===== src/rtl/wrd_pkg.sv =====
// ============================================================================
// Module : wrd_pkg
// Brief  : Shared FSM state encodings and class-index width helper for wake_decide.
// Rev    : 1.0  initial release
// ============================================================================
`default_nettype none

package wrd_pkg;

  typedef logic [1:0] state_t;

  localparam state_t S_IDLE = 2'd0;
  localparam state_t S_SCAN = 2'd1;
  localparam state_t S_OUT  = 2'd2;

  // Width of a class index; never narrower than one bit.
  function automatic int cls_w(input int n);
    return (n > 1) ? $clog2(n) : 1;
  endfunction

endpackage

`default_nettype wire


===== src/rtl/wake_counter.sv =====
// ============================================================================
// Module : wake_counter
// Brief  : Consecutive-detection counter; fires when WAKE_COUNT detections in a row.
// Rev    : 1.0  initial release
// ============================================================================
`default_nettype none

module wake_counter #(
  parameter int WAKE_COUNT = 2
) (
  input  logic clk_i,
  input  logic rst_n_i,
  input  logic frame_i,
  input  logic detect_i,
  output logic fire_o
);

  localparam int CW = $clog2(WAKE_COUNT + 1);
  localparam logic [CW-1:0] c_TARGET = CW'(WAKE_COUNT);

  logic [CW-1:0] r_cnt;
  logic [CW-1:0] w_inc;

  assign w_inc  = r_cnt + CW'(1);
  assign fire_o = frame_i & detect_i & (w_inc == c_TARGET);

  always_ff @(posedge clk_i or negedge rst_n_i) begin
    if (!rst_n_i) begin
      r_cnt <= '0;
    end else if (frame_i) begin
      if (!detect_i || fire_o) r_cnt <= '0;
      else                     r_cnt <= w_inc;
    end
  end

endmodule

`default_nettype wire


===== src/rtl/wake_decide.sv =====
// ============================================================================
// Module : wake_decide
// Brief  : Per-frame argmax over class scores with debounced wake decision.
// Rev    : 1.0  initial release
// ============================================================================
`default_nettype none

module wake_decide
  import wrd_pkg::*;
#(
  parameter int I_BW        = 24,
  parameter int NUM_CLASSES = 3,
  parameter int WAKE_CLASS  = 1,
  parameter int THRESH      = 100,
  parameter int WAKE_COUNT  = 2,
  localparam int CLS_W      = cls_w(NUM_CLASSES)
) (
  input  logic                        clk_i,
  input  logic                        rst_n_i,
  input  logic [NUM_CLASSES*I_BW-1:0] data_i,
  input  logic                        valid_i,
  input  logic                        last_i,
  output logic                        ready_o,
  output logic [CLS_W-1:0]            class_o,
  output logic [I_BW-1:0]             score_o,
  output logic                        wake_o,
  output logic                        valid_o,
  output logic                        last_o,
  input  logic                        ready_i
);

  localparam logic [CLS_W-1:0]       c_LAST_IDX = CLS_W'(NUM_CLASSES - 1);
  localparam logic [CLS_W-1:0]       c_WAKE_IDX = CLS_W'(WAKE_CLASS);
  localparam logic signed [I_BW-1:0] c_THRESH   = I_BW'(THRESH);

  state_t                  r_state;
  state_t                  w_next;
  logic signed [I_BW-1:0]  r_scores [NUM_CLASSES];
  logic [CLS_W-1:0]        r_idx;
  logic [CLS_W-1:0]        r_best_idx;
  logic signed [I_BW-1:0]  r_best_score;
  logic                    r_last_in;

  logic [CLS_W-1:0]        r_class;
  logic signed [I_BW-1:0]  r_score;
  logic                    r_wake;
  logic                    r_valid;
  logic                    r_last;

  logic                    w_accept;
  logic                    w_scan_done;
  logic                    w_out_done;
  logic                    w_in_scan;
  logic signed [I_BW-1:0]  w_cur;
  logic                    w_win;
  logic [CLS_W-1:0]        w_fin_idx;
  logic signed [I_BW-1:0]  w_fin_score;
  logic                    w_detect;
  logic                    w_fire;

  always_ff @(posedge clk_i or negedge rst_n_i) begin
    if (!rst_n_i) r_state <= S_IDLE;
    else          r_state <= w_next;
  end

  always_comb begin
    w_next = r_state;
    case (r_state)
      S_IDLE:  if (valid_i) w_next = S_SCAN;
      S_SCAN:  if (r_idx == c_LAST_IDX) w_next = S_OUT;
      S_OUT:   if (ready_i) w_next = S_IDLE;
      default: w_next = S_IDLE;
    endcase
  end

  // ready_o is gated by reset so upstream never sees a handshake while held in reset.
  always_comb begin
    ready_o     = 1'b0;
    w_accept    = 1'b0;
    w_in_scan   = 1'b0;
    w_scan_done = 1'b0;
    w_out_done  = 1'b0;
    case (r_state)
      S_IDLE: begin
        ready_o  = rst_n_i;
        w_accept = valid_i;
      end
      S_SCAN: begin
        w_in_scan   = 1'b1;
        w_scan_done = (r_idx == c_LAST_IDX);
      end
      S_OUT:   w_out_done = ready_i;
      default: ;
    endcase
  end

  // Strict greater-than keeps the earliest index on ties.
  assign w_cur       = r_scores[r_idx];
  assign w_win       = (w_cur > r_best_score);
  assign w_fin_idx   = w_win ? r_idx : r_best_idx;
  assign w_fin_score = w_win ? w_cur : r_best_score;
  assign w_detect    = (w_fin_idx == c_WAKE_IDX) && (w_fin_score >= c_THRESH);

  always_ff @(posedge clk_i or negedge rst_n_i) begin
    if (!rst_n_i) begin
      for (int i = 0; i < NUM_CLASSES; i++) r_scores[i] <= '0;
      r_idx        <= '0;
      r_best_idx   <= '0;
      r_best_score <= '0;
      r_last_in    <= 1'b0;
    end else if (w_accept) begin
      for (int i = 0; i < NUM_CLASSES; i++) r_scores[i] <= data_i[i*I_BW +: I_BW];
      r_idx        <= CLS_W'(1);
      r_best_idx   <= '0;
      r_best_score <= data_i[I_BW-1:0];
      r_last_in    <= last_i;
    end else if (w_in_scan) begin
      r_idx        <= r_idx + CLS_W'(1);
      r_best_idx   <= w_fin_idx;
      r_best_score <= w_fin_score;
    end
  end

  always_ff @(posedge clk_i or negedge rst_n_i) begin
    if (!rst_n_i) begin
      r_class <= '0;
      r_score <= '0;
      r_wake  <= 1'b0;
      r_valid <= 1'b0;
      r_last  <= 1'b0;
    end else if (w_scan_done) begin
      r_class <= w_fin_idx;
      r_score <= w_fin_score;
      r_wake  <= w_fire;
      r_valid <= 1'b1;
      r_last  <= r_last_in;
    end else if (w_out_done) begin
      r_valid <= 1'b0;
      r_wake  <= 1'b0;
    end
  end

  wake_counter #(
    .WAKE_COUNT (WAKE_COUNT)
  ) u_wake_counter (
    .clk_i    (clk_i),
    .rst_n_i  (rst_n_i),
    .frame_i  (w_scan_done),
    .detect_i (w_detect),
    .fire_o   (w_fire)
  );

  assign class_o = r_class;
  assign score_o = r_score;
  assign wake_o  = r_wake;
  assign valid_o = r_valid;
  assign last_o  = r_last;

endmodule

`default_nettype wire


===== config.mk =====
export PLATFORM = sky130hd
export DESIGN_NAME = wake_decide
export DESIGN_NICKNAME = d
export VERILOG_FILES = /design/src/rtl/wrd_pkg.sv /design/src/rtl/wake_counter.sv /design/src/rtl/wake_decide.sv
export SDC_FILE = /design/constraint.sdc
export NUM_CORES = 1
export LEC_CHECK = 0
export ABC_AREA = 1
export CAP_MARGIN = 20
export CORE_MARGIN = 2
export CORE_UTILIZATION = 54
export CTS_CLUSTER_DIAMETER = 40
export DETAILED_ROUTE_END_ITERATION = 6
export PLACE_DENSITY = 0.86
export SLEW_MARGIN = 20
export SYNTH_ARGS = -nofsm -noshare
export SYNTH_HDL_FRONTEND = slang
export SYNTH_HIERARCHICAL = 1
export SYNTH_SLANG_ARGS = --single-unit

===== constraint.sdc =====
create_clock -name clk_i -period 4.5 [get_ports clk_i]
set_clock_uncertainty 0.15 [all_clocks]
set_input_delay 0.9 -clock clk_i [delete_from_list [all_inputs] [get_ports clk_i]]
set_output_delay 0.9 -clock clk_i [all_outputs]
set_load 0.01 [all_outputs]

==> flow_metrics.py <==
metrics = {
    "status": {
        "status": "completed",
    },
    "floorplan": {
        "num_io_pins": 107,
        "die_area_um2": 13300,
        "row_count": 40,
        "die_w_um": 116,
        "core_area_um2": 12100,
        "die_h_um": 116,
        "initial_core_util_pct": 55.7,
    },
    "setup_path": {
        "crit_top_cell": "nand2_1",
        "end_kind": "flip-flop",
        "critPathSlowestCell": "dfrtp_1",
        "cp_cell_sequence": "inv_1 -> buf_4 -> or2_2 -> a32oi_1 -> inv_1 -> ha_1 -> nand2_1 -> inv_1 -> nand2_1 -> a21oi_1 -> nor2_1 -> nand3_1 -> nand2_4 -> nand3_4 -> o21ai_0 -> nand2_1 -> nor2_1 -> nand2_1 -> nor2_1 -> nand2_1 -> nand2_1",
        "cp.buffers_inverters": 4,
        "crit_fanout": 32,
        "cp.required_ns": 4.72,
        "cp_top_family": "simple AND/OR/NAND/NOR gates",
        "slowest_delay_ns": 0.46,
        "crit_type": "reg2reg",
        "critPathLaunchType": "flip-flop",
        "rrSetupSlack_ns": 0.33,
        "cp_data_arrival_time_ns": 4.39,
    },
    "logic_synthesis": {
        "yosysSeqAreaShare_pct": 49.9,
        "synth_area_um2": 6720,
        "synth_edf_count": 0,
        "synth_nets": 945,
        "syn-mean-instance-area_um2": 7.98,
        "syn_inst": 842,
        "synth_top_area_cell": "dfrtp_1",
        "synth_seq_cells": 134,
        "netlist_top_cells_area": "dfrtp_1 50%, nand2_1 18%, inv_1 5.6%",
        "ys_types": 31,
        "synth_top_cells_by_count": "330 x nand2_1, 134 x dfrtp_1, 101 x inv_1, 64 x o21ai_0, 38 x nor2_1",
        "synth_top_cell_area_share_pct": 49.9,
        "yosysWarnings": 6,
        "yosysMostFrequentCell": "nand2_1",
        "ys.flop_type": "dfrtp_1",
        "async_flop_share_pct": 100,
    },
    "global_routing": {
        "grt_max_degree": 95,
        "gr-usage-all-layers_pct": 27.5,
        "grt_pass1_vias": 5747,
        "grt_pass1_wl_mm": 28.4,
        "grt-ovfl-total": 0,
        "antenna_found_initial": 0,
    },
    "sta": {
        "clock.fmax_mhz": 240,
        "slew_headroom_pct": 32.2,
        "worst_slew_pin_slew_ns": 1.02,
        "rsz0062_at_grt": "false",
        "finalCritPeriodShare_pct": 92.7,
        "fin_crit_ns": 4.17,
        "setup_slack_ns": 0.327,
        "slew_violations": 0,
        "setup-violations-final": 0,
        "holdWs_ns": 0.322,
        "setup_tns_ns": 0,
        "final_hold_viol_count": 0,
    },
    "clock_network": {
        "ctsLongestPathBuffers": 2,
        "cts_tree": "yes",
        "cts.sinks": 134,
        "clk_latency_ns": 0.42,
        "post-cts-setup-buffers": 0,
        "h-tree-depth": 4,
        "cts_buffers": 17,
        "root_buffer": "clkbuf_16",
        "path_clk_slew_ns": 0.06,
    },
    "placement": {
        "place_ws_ns": 0.195,
        "dp_hpwl_mm": 11.9,
        "port_buffers": 106,
        "dp_cells": 1088,
        "routabilityCongestion": 0.902,
    },
    "routing": {
        "drt-pass1-iter-count": 7,
        "vias": 6128,
        "wl_per_cell_um": 15.7,
        "drc_errors": 0,
        "dr.first_iter.drc_count": 636,
        "via_per_inst": 5.46,
        "ant_nets": 0,
        "routed_wl_mm": 17.6,
    },
    "cells_and_area": {
        "num-nets-final": 1044,
        "instances_no_fill": 1122,
        "n_antenna_cell": 0,
        "synthToLayoutAreaGrowth_pct": 27.8,
        "final_layout_size_suffix_gt1_share_pct": 7.44,
    },
    "run": {
        "maxCapViolCount": 0,
    },
    "min_path": {
        "holdCritPathClass": "reg2reg",
    },
}
[sequential cells by signal (all words and copies together), names as in the netlist]
| name | flops |
|---|---|
| r_best_idx | 2 |
| r_idx | 2 |
| wake_o | 1 |
| r_scores | 72 |
| r_state | 2 |
| score_o | 24 |
| last_o | 1 |
| valid_o | 1 |
| r_best_score | 24 |
| u_wake_counter/r_cnt | 2 |
| r_last_in | 1 |
| class_o | 2 |
[cells by family after synthesis]
| group | share of synthesized area [%] |
|---|---|
| simple gates | 24.8 |
| fa+ha+maj | 4.84 |
| buf+inv | 8.53 |
| flops | 49.9 |
| compound gates | 11.9 |
[path summary, 6_finish.rpt]
check                                to         start  cells past startpoint
max reg2reg                      wake_o      r_idx[0]                     21
min in group asynchronous   score_o[22]       rst_n_i                      2
min reg2reg                r_scores[46]  r_scores[46]                      2
max                              wake_o      r_idx[0]                     21
min                        r_scores[46]  r_scores[46]                      2
max in group asynchronous  r_scores[40]       rst_n_i                      3
[metal layers]
metal / GRT usage, % / part of all wire, %
met1: 39.2 / 44
met5: 0 / 0
met4: 10.5 / 2.4
met3: 6.80 / 9.3
met2: 41.0 / 45
[cells in the final DEF (no fill, tap or decap), types with 3 or more instances in the layout]
cell             count
nand2_1            330
o21ai_0             64
clkdlybuf4s50_1    105
bufinv_16            5
nor2_1              38
o22ai_1              3
inv_1              100
a32oi_1             11
nand4_1             17
ha_1                26
o221ai_1            23
a21oi_1             11
dfrtp_1            134
o21ai_1              9
clkinvlp_4           3
nand3_1              4
buf_4               15
or2_2               13
clkinv_2             5
clkbuf_16           17
[layout make-up]
cell class | instances | area, µm²
fillers | 871 | 3480
repair buffers | 120 | 1160
clock buffers | 18 | 439
multi-input cells | 566 | 2830
well taps | 168 | 210
flip-flops and latches | 134 | 3350
inverters | 102 | 383
clock inverters | 14 | 206
[timing repair]
item	4_1_cts	5_1_grt
gates resized for setup	0	3
hold buffers	0	0
setup endpoints to repair	0	3
[worst min-delay path, cell delays in order, from the launching register on]
cell	delay [ns]
dfrtp_1	0.34
nand2_1	0.05
nand2_1	0.05
[stage by stage]
step	utilization, %	cell area, µm²
2_1_floorplan	-	6720
3_3_place_gp	65.5	7900
3_5_place_dp	65.5	7900
4_1_cts	70.8	8540
5_1_grt	71.2	8580
6_report	71.2	8580
Power is not shown: default switching activity piles up to over one toggle a cycle in this logic, so the estimate is an artifact.
